==> src/rtl/acs_path_metric.sv <==
// acs_path_metric: Viterbi add-compare-select stage, one trellis state per cycle
// over double-buffered path metrics normalized by the previous symbol's minimum.
module acs_path_metric #(
    parameter int K       = 3,
    parameter int G0      = 7,
    parameter int G1      = 5,
    parameter int Wb      = 2,
    parameter int Wm      = 6,
    parameter int INIT_PM = 16,
    localparam int NS     = 1 << (K - 1)
) (
    input  logic          clk,
    input  logic          rst_n,
    input  logic [1:0]    sym_in,
    input  logic          sym_valid,
    output logic          sym_ready,
    output logic [1:0]    bm_rx_sym,
    output logic [1:0]    exp_sym0,
    output logic [1:0]    exp_sym1,
    input  logic [Wb-1:0] bm0,
    input  logic [Wb-1:0] bm1,
    output logic [NS-1:0] dec_bits,
    output logic          dec_valid,
    input  logic          dec_ready,
    output logic [K-2:0]  best_state,
    output logic [Wm-1:0] best_pm
);
    typedef enum logic [1:0] {IDLE, RUN, DONE} state_t;

    localparam logic [K-1:0] g0_mask = K'(G0);
    localparam logic [K-1:0] g1_mask = K'(G1);

    state_t        state, nxt;
    logic          bank;
    logic [Wm-1:0] pm [2][NS];
    logic [Wm-1:0] min_prev, run_min, cur_min, c0, c1, sel;
    logic [K-2:0]  j, run_idx, cur_idx, p0, p1;
    logic [Wm:0]   s0, s1;
    logic          dec, last, better;

    function automatic logic [1:0] exp_of(input logic u, input logic [K-2:0] p);
        logic [K-1:0] r;
        r = {u, p};
        return {^(r & g0_mask), ^(r & g1_mask)};
    endfunction

    assign p0       = {1'b0, j[K-2:1]};
    assign p1       = {1'b1, j[K-2:1]};
    assign exp_sym0 = exp_of(j[0], p0);
    assign exp_sym1 = exp_of(j[0], p1);
    assign last     = &j;

    // The extra top bit of s0/s1 flags overflow; subtraction cannot underflow.
    always_comb begin
        s0      = {1'b0, pm[bank][p0]} - {1'b0, min_prev} + {{(Wm + 1 - Wb){1'b0}}, bm0};
        s1      = {1'b0, pm[bank][p1]} - {1'b0, min_prev} + {{(Wm + 1 - Wb){1'b0}}, bm1};
        c0      = s0[Wm] ? '1 : s0[Wm-1:0];
        c1      = s1[Wm] ? '1 : s1[Wm-1:0];
        dec     = c1 < c0;
        sel     = dec ? c1 : c0;
        better  = (j == '0) || (sel < run_min);
        cur_min = better ? sel : run_min;
        cur_idx = better ? j : run_idx;
    end

    always_ff @(posedge clk) begin
        if (!rst_n) begin
            state <= IDLE;
        end else begin
            state <= nxt;
        end
    end

    always_comb begin
        nxt = state == IDLE ? (sym_valid ? RUN : IDLE) :
              state == RUN  ? (last ? DONE : RUN) :
                              (dec_ready ? IDLE : DONE);
    end

    always_comb begin
        sym_ready = state == IDLE;
        dec_valid = state == DONE;
    end

    always_ff @(posedge clk) begin
        if (!rst_n) begin
            for (int i = 0; i < NS; i++) begin
                pm[0][i] <= (i == 0) ? '0 : Wm'(INIT_PM);
                pm[1][i] <= '0;
            end
            bank       <= 1'b0;
            min_prev   <= '0;
            run_min    <= '0;
            run_idx    <= '0;
            j          <= '0;
            dec_bits   <= '0;
            best_state <= '0;
            best_pm    <= '0;
            bm_rx_sym  <= '0;
        end else begin
            if (state == IDLE && sym_valid) begin
                bm_rx_sym <= sym_in;
                j         <= '0;
            end
            if (state == RUN) begin
                pm[~bank][j] <= sel;
                dec_bits[j]  <= dec;
                run_min      <= cur_min;
                run_idx      <= cur_idx;
                j            <= j + 1'b1;
                if (last) begin
                    bank       <= ~bank;
                    min_prev   <= cur_min;
                    best_pm    <= cur_min;
                    best_state <= cur_idx;
                end
            end
        end
    end
endmodule

==> config.mk <==
export PLATFORM = sky130hd
export DESIGN_NAME = acs_path_metric
export DESIGN_NICKNAME = d
export VERILOG_FILES = /design/src/rtl/acs_path_metric.sv
export SDC_FILE = /design/constraint.sdc
export NUM_CORES = 1
export LEC_CHECK = 0
export CAP_MARGIN = 10
export CORE_ASPECT_RATIO = 1.2
export CORE_UTILIZATION = 35
export CTS_CLUSTER_SIZE = 30
export DETAILED_ROUTE_END_ITERATION = 7
export GPL_TIMING_DRIVEN = 0
export PLACE_DENSITY_LB_ADDON = 0.15
export SLEW_MARGIN = 20
export SYNTH_ARGS = -nofsm -noshare
export SYNTH_HDL_FRONTEND = slang
export SYNTH_SLANG_ARGS = --single-unit
==> constraint.sdc <==
create_clock -name clk -period 7.1 [get_ports clk]
set_input_delay 1.065 -clock clk [delete_from_list [all_inputs] [get_ports clk]]
set_output_delay 1.065 -clock clk [all_outputs]
set_load 0.01 [all_outputs]
==> results of run 1 <==
-- power by group --
| group | switching (W) | internal (W) |
|---|---|---|
| Sequential | 0.0000128 | 0.000494 |
| Combinational | 0.000274 | 0.000197 |
| Clock | 0.000162 | 0.000273 |
| Total | 0.000449 | 0.000963 |
-- flip-flops by register name (all words and copies together) (netlist names), named ones only --
name        cells
bank            1
best_pm         6
best_state      2
bm_rx_sym       2
dec_bits        4
j               2
pm             48
run_idx         2
run_min         6
state           2
-- metrics by stage --
step                instance area (um2)  cells  utilization  power [W]  TNS (ps)
floorplan                          4467    436            -  0.0007633         0
global placement                   4959    626       0.4039  0.0008731    -13020
detailed placement                 4959    626       0.4039  0.0008773    -15310
CTS                                5360    645       0.4366   0.001345         0
global route                       5609    659       0.4569   0.001482    -314.7
finish                             5609    659       0.4569   0.001412         0
-- cell usage after synthesis, types with 3 or more instances --
library cell and number:
fa_1 4, buf_2 6, nor2b_1 6, edfxtp_1 48, a21boi_0 4, inv_1 40, a21o_1 5, a211oi_1 4
o21ai_0 16, o21a_1 3, nand2_1 38, clkbuf_1 11, and2_1 3, nand2b_1 7, o21ai_1 7, a21oi_1 7
o211ai_1 7, ha_1 36, or3_1 3, a32oi_1 6, dfxtp_1 28, nor2_1 65, nand3_1 11, mux4_2 12
nor3_1 4, mux2i_1 9
-- routing by layer --
layer | global-route usage | vias up | wire length (um)
li1 | - | 1686 | -
met1 | 0.2044 | 1641 | 4840
met2 | 0.3202 | 74 | 5921
met3 | 0.02847 | 20 | 349
met4 | 0.07374 | 0 | 367
met5 | 0 | - | 0
-- how the worst max path moves through the flow --
stage	from	end	slack, ps	cells past startpoint
CTS	register	run_min[0]	30	25
finish	bm0[1]	run_min[0]	180	25
global route	bm1[1]	run_min[0]	-40	26
global placement	register	best_state[0]	-910	27
floorplan	register	run_min[0]	280	25
detailed placement	register	best_state[1]	-1060	27
-- repair_timing --
| item | in CTS | in global routing |
|---|---|---|
| hold buffers | 0 | 0 |
| cloned | 0 | 1 |
| endpoints found under the hold margin | 0 | 0 |
| endpoints found under the setup margin | 16 | 16 |
| resized for setup | 22 | 32 |
| pin swaps | 1 | 7 |
| setup buffers | 3 | 13 |
-- kinds of logic (layout without fill, tap and decap cells) --
family	Yosys count	after routing	share of synthesized area
fa+ha+maj	40	40	0.1188
mux	21	21	0.08067
compound gates	85	86	0.1395
simple gates	150	150	0.1513
flops	76	76	0.4482
buf+inv	60	121	0.05378
xor+xnor	4	4	0.007845
-- placed cells by master (no fill, tap or decap), types with 4 or more instances in the layout --
master,n
a21boi_0,4
a21o_1,5
a21oi_1,6
a32oi_1,6
buf_4,19
clkbuf_1,10
clkbuf_16,9
clkbuf_4,4
clkdlybuf4s50_1,29
dfxtp_1,27
edfxtp_1,48
ha_1,35
inv_1,40
mux2i_1,7
mux4_2,12
nand2_1,37
nand2b_1,6
nand3_1,11
nor2_1,63
nor2b_1,6
nor3_1,4
o211ai_1,7
o21ai_0,13
o21ai_1,8
-- cell type report --
cell class,instances,area share
Multi-Input combinational cell,301,0.4321
Sequential cell,76,0.3571
Timing Repair Buffer,45,0.07317
Clock buffer,15,0.05086
Tap cell,161,0.03591
Inverter,40,0.02677
Buffer,20,0.02320
Clock inverter,1,0.0008923
-- tightest hold or removal path: stages (launching register included) --
cell and delay [ps]:
dfxtp_1 310, nand2_1 50, o21ai_1 50
==> impl_results.md, run 1 <==
* Routed wire per std cell at 17.42 um
* First-pass GRT wire length at between 15,000 and 20,000 um
* Clk Latency, worst-skew pair at 330 ps
* Root Buffer: clkbuf_16
* Fmax at roughly 140 MHz
* CTS tree: built
* R2r setup slk at 270 ps
* Synth area leaders: edfxtp_1 (32%), dfxtp_1 (13%), ha_1 (10%), mux4_2 (6.1%), nor2_1 (5.5%)
* Largest fanout on the critical path at 9
* Rows at 44
* Count of different cell masters after synthesis at 57
* DIE WIDTH at 105.1 um
* Yosys reg bits at 76
* Slew @ Worst Pin at 1008 ps
* Post-synth EDFFs at 48
* Routed Antenna Nets at 0
* Vias/cell at 5.191
* Final setup vio count at 0
* DRT iter0 DRCs at 228
* Final Hold Viols at 0
* Setup slack after layout at 181.9 ps
* Power Dens Cells at 251.7 nW/um2
* Post-synth ARST share at 0
* HPWL Detailed at 8561 um
* Final Net Count at 543
* DRC at 0
* Crit share post-route at 0.9744
* # diodes at 0
* Setup Skew at approximately 5.4 ps
* R2r worst-path depth at 26
* # clock sinks at 76
* Number of I/O pins at 30
* Drt pass-1 iters at 4
* Post-synth top area share at 0.3227
* Synthesized area at 4467 um2
* Vias at between 3,000 and 4,000
* PortBufs at 29
* Largest net degree at the start of global routing at 12
* Initial antenna violation count at 0
* Worst hold slack at 460.3 ps
* Critical path's slowest cell: or4b_1
* Sequential share of the synthesized area at 0.4482
* Worst Hold Depth at 2
* CTS Buf Count at 9
* Core area at 12,280 um2
* Filler instances at 1,172
* Synth warn at 0
* Clock slew at reported path FFs at 60 ps
* Initial core utilization at 0.3638
* Total track usage at 0.1761
* Top cell family by delay on the critical path: compound AO/OA/AOI/OAI gates
* Crit start category: input pin
* Critical path type: input pin to register
* DIE AREA at 13,220 um2
* Pre-CTS setup slack at -1060 ps
* Area growth syn-to-layout at 25.57%
* GP Congestion at 0.8428
* Footprint of the multi-input gates at 2424 um2
* Bufs and invs on worst path at 6
* Hold Path Sink: run_min[0]
* Rel. slew slack at 0.3212
* Seq. cell area at between 2000 and 2500 um2
* Pins over their slew limit at 0
* Status: finished clean
* Avg Inst Size Synth at 10.24 um2
* Critical Path RT at 7360 ps
* Leakage at 2.173 nW
* Syn Inst Count at 436
* Clock Path Buffers at 2
* Layout cells sized above 1 at 0.1687
* Crit path time final at 6918 ps
* Largest area contributor in the netlist: edfxtp_1
* Crit end category: register
* Slowest stage delay, CP at 520 ps
* Reg2reg end: run_min[0]
* Worst Hold Launch: run_min[0]
* Die Y at 125.8 um
* Post-synth top flop: edfxtp_1
* Crit path DAT at approximately 7200 ps
* H-tree levels at 3
* Grt total ovfl at 0
* Vias in the first global route at 3,384
* Mapped Nets at 486
* Min-delay worst type: register to register
* Peak supply drop at 0.1202 mV
* Overall routed net length at around 11,000 um
* MaxCap Viol Count at 0
(Power assumes the default switching activity.)
==> run 2, diff against run 1 <==
- GPL_TIMING_DRIVEN: 0 -> default
==> run 2 against run 1 <==
  * Hold slack got worse by 8.6 ps
  * Final area down 4.8%
  * Critical path depth decreased by 2
  * Worst setup slack improved by 170 ps
  * Power is 2.6% lower
  * Core utilization shrank 2.2 points
  * Count of clock-buffer cells in the layout shrank 5
  * Clock skew down 1.1 ps
  * Sequential share of layout area rose by 1.8 points
  * Combinational power fell by 16%
  * Clock power grew 8.8%
==> impl_results.md, run 2 (synthesis gave the netlist of run 1 again) <==
* PortBufs at 29 (unchanged)
* Critical-path cell list: clkdlybuf4s50_1 > inv_1 > fa_1 > fa_1 > nand2b_1 > a21oi_1 > mux2i_1 > nand2_1 > o21ai_0 > ha_1 > a211o_1 > a221o_1 > o21ai_0 > o32ai_2 > inv_1 > ha_1 > a21oi_1 > o22ai_1 > or3_1 > o41ai_2 > a31oi_2 > or4b_1 > o21ai_1
* Pins over their slew limit at 0 (unchanged)
* Routed wire per std cell at 17.43 um (was 17.42 um)
* Slowest stage delay, CP at 560 ps (was 520 ps)
* Slew @ Worst Pin at 897.2 ps (was 1008 ps)
* Footprint of the multi-input gates at 2240 um2 (was 2424 um2)
* R2r worst-path depth at 26 (unchanged)
* First-pass GRT wire length at 18,060 um (was 17,580 um)
* DIE WIDTH at 105.1 um (unchanged)
* # diodes at 0 (unchanged)
* Area growth syn-to-layout at 19.61% (was 25.57%)
* Largest net degree at the start of global routing at 33 (was 12)
* H-tree levels at 3 (unchanged)
* Biggest regs: pm x48, best_pm x6, run_min x6 (unchanged)
* Final Hold Viols at 0 (unchanged)
* Largest fanout on the critical path at 10 (was 9)
* Initial antenna violation count at 0 (unchanged)
* Min-delay worst type: register to register (unchanged)
* Top cell family by delay on the critical path: compound AO/OA/AOI/OAI gates (unchanged)
* Final setup vio count at 0 (unchanged)
* Worst Hold Depth at 2 (unchanged)
* CTS tree: built (unchanged)
* Max FFs per register at 48 (unchanged)
* Rows at 44 (unchanged)
* Layout cells sized above 1 at 0.1185 (was 0.1687)
* # clock sinks at 76 (unchanged)
* Filler instances at 1,172 (unchanged)
* Vias at 3,342 (was 3,421)
* Crit start category: input pin (unchanged)
* Vias in the first global route at 3,338 (was 3,384)
* Fmax at 148.2 MHz (was 144.5 MHz)
* Die Y at 125.8 um (unchanged)
* Number of I/O pins at 30 (unchanged)
* Total track usage at 0.1792 (was 0.1761)
* Core area at 12,280 um2 (unchanged)
* Largest Register: pm (unchanged)
* Crit share post-route at 0.9507 (was 0.9744)
* GP Congestion at 0.9490 (was 0.8428)
* Critical Path RT at 7370 ps (was 7360 ps)
* DRC at 0 (unchanged)
* Total Power at 0.001375 W (was 0.001412 W)
* Most common cell after layout, fill and taps aside: nor2_1 (unchanged)
* Overall routed net length at 11,190 um (was 11,480 um)
* Initial core utilization at 0.3638 (unchanged)
* Clk Latency, worst-skew pair at 330 ps (about the same)
* Drt pass-1 iters at 4 (unchanged)
* Critical path's slowest cell: or4b_1 (unchanged)
* Clock Path Buffers at 2 (unchanged)
* Setup Skew at 4.324 ps (was 5.393 ps)
* Power Dens Cells at 257.3 nW/um2 (was 251.7 nW/um2)
* MaxCap Viol Count at 0 (unchanged)
* Peak supply drop at 0.1307 mV (was 0.1202 mV)
* Clock slew at reported path FFs at 50 ps (was 60 ps)
* Critical path type: input pin to register (unchanged)
* Crit path DAT at 7020 ps (was 7180 ps)
* Crit path time final at 6750 ps (was 6918 ps)
* Vias/cell at 5.206 (was 5.191)
* DIE AREA at 13,220 um2 (unchanged)
* R2r setup slk at 490 ps (was 270 ps)
* Bufs and invs on worst path at 3 (was 6)
* Crit end category: register (unchanged)
* Routed Antenna Nets at 0 (unchanged)
* Leakage at 2.115 nW (was 2.173 nW)
* Seq. cell area at 2003 um2 (unchanged)
* Root Buffer: clkbuf_16 (unchanged)
* Worst Hold Launch: run_min[0] (unchanged)
* Reg2reg end: run_min[0] (unchanged)
* DRT iter0 DRCs at 179 (was 228)
* Status: finished clean (unchanged)
* Hold Path Sink: run_min[0] (unchanged)
* Hold_buf cts at 0 (unchanged)
* HPWL Detailed at 8786 um (was 8561 um)
* Final Net Count at 526 (was 543)
* CTS Buf Count at 9 (unchanged)
* Commonest cells after routing, fill and taps aside: nor2_1 (65), edfxtp_1 (48), inv_1 (40) (was nor2_1 (63), edfxtp_1 (48), inv_1 (40))
* Grt total ovfl at 0 (unchanged)
* Final setup TNS at 0 ps (unchanged)
* Rel. slew slack at 0.3955 (was 0.3212)
run 2: timing repair:
action,in CTS,in global routing
setup buffers,0,0
resized for setup,0,3
endpoints found under the setup margin,0,13
run 2: per-stage QoR:
stage          area (um2)  cells    util  hold WS, ps  worst slack [ps]
2_1_floorplan        4467    436       -        428.4             275.5
3_3_place_gp         5019    626  0.4088        441.0             244.6
3_5_place_dp         5019    626  0.4088        447.9             39.29
4_1_cts              5326    642  0.4339        455.4             358.6
5_1_grt              5343    642  0.4352        475.8            -41.30
6_report             5343    642  0.4352        451.7             350.3
run 2: final cells by class:
class | count | share of cell area
multi-input combinational | 300 | 0.4192
clock buffer | 10 | 0.04286
timing repair buffer | 49 | 0.08244
tap | 161 | 0.03770
sequential | 76 | 0.3749
inverter | 40 | 0.02810
clock inverter | 6 | 0.01475
run 2: worst register-to-register path, delay by kind of cell (launching register included):
family	cells	cell delay, ps
compound gates	11	2350
fa+ha+maj	5	1380
mux	2	810
simple gates	4	1190
buf+inv	4	340
flops	1	470
run 2: worst max path at each step:
stage | startpoint | end | slack [ps] | cells past startpoint
finish | bm1[1] | run_min[0] | 350 | 23
global route | bm1[1] | run_min[0] | -40 | 22
CTS | register | run_min[0] | 360 | 21
detailed placement | bm0[1] | run_min[0] | 40 | 21
global placement | bm0[1] | run_min[0] | 240 | 22
floorplan | register | run_min[0] | 280 | 25
run 2: metal layers:
metal	up-vias	track usage	part of all wire
met1	1609	0.2130	0.42
met4	0	0.07788	0.024
met2	64	0.3214	0.52
li1	1652	-	-
met3	17	0.02536	0.029
met5	-	0	0
run 2: report_power, final:
part / switching, W / internal [W] / leakage (nW) / total, W
combinational: 0.000237 / 0.000158 / 1.25 / 0.000396
clock: 0.000168 / 0.000304 / 0.154 / 0.000472
sequential: 0.0000129 / 0.000494 / 0.714 / 0.000507
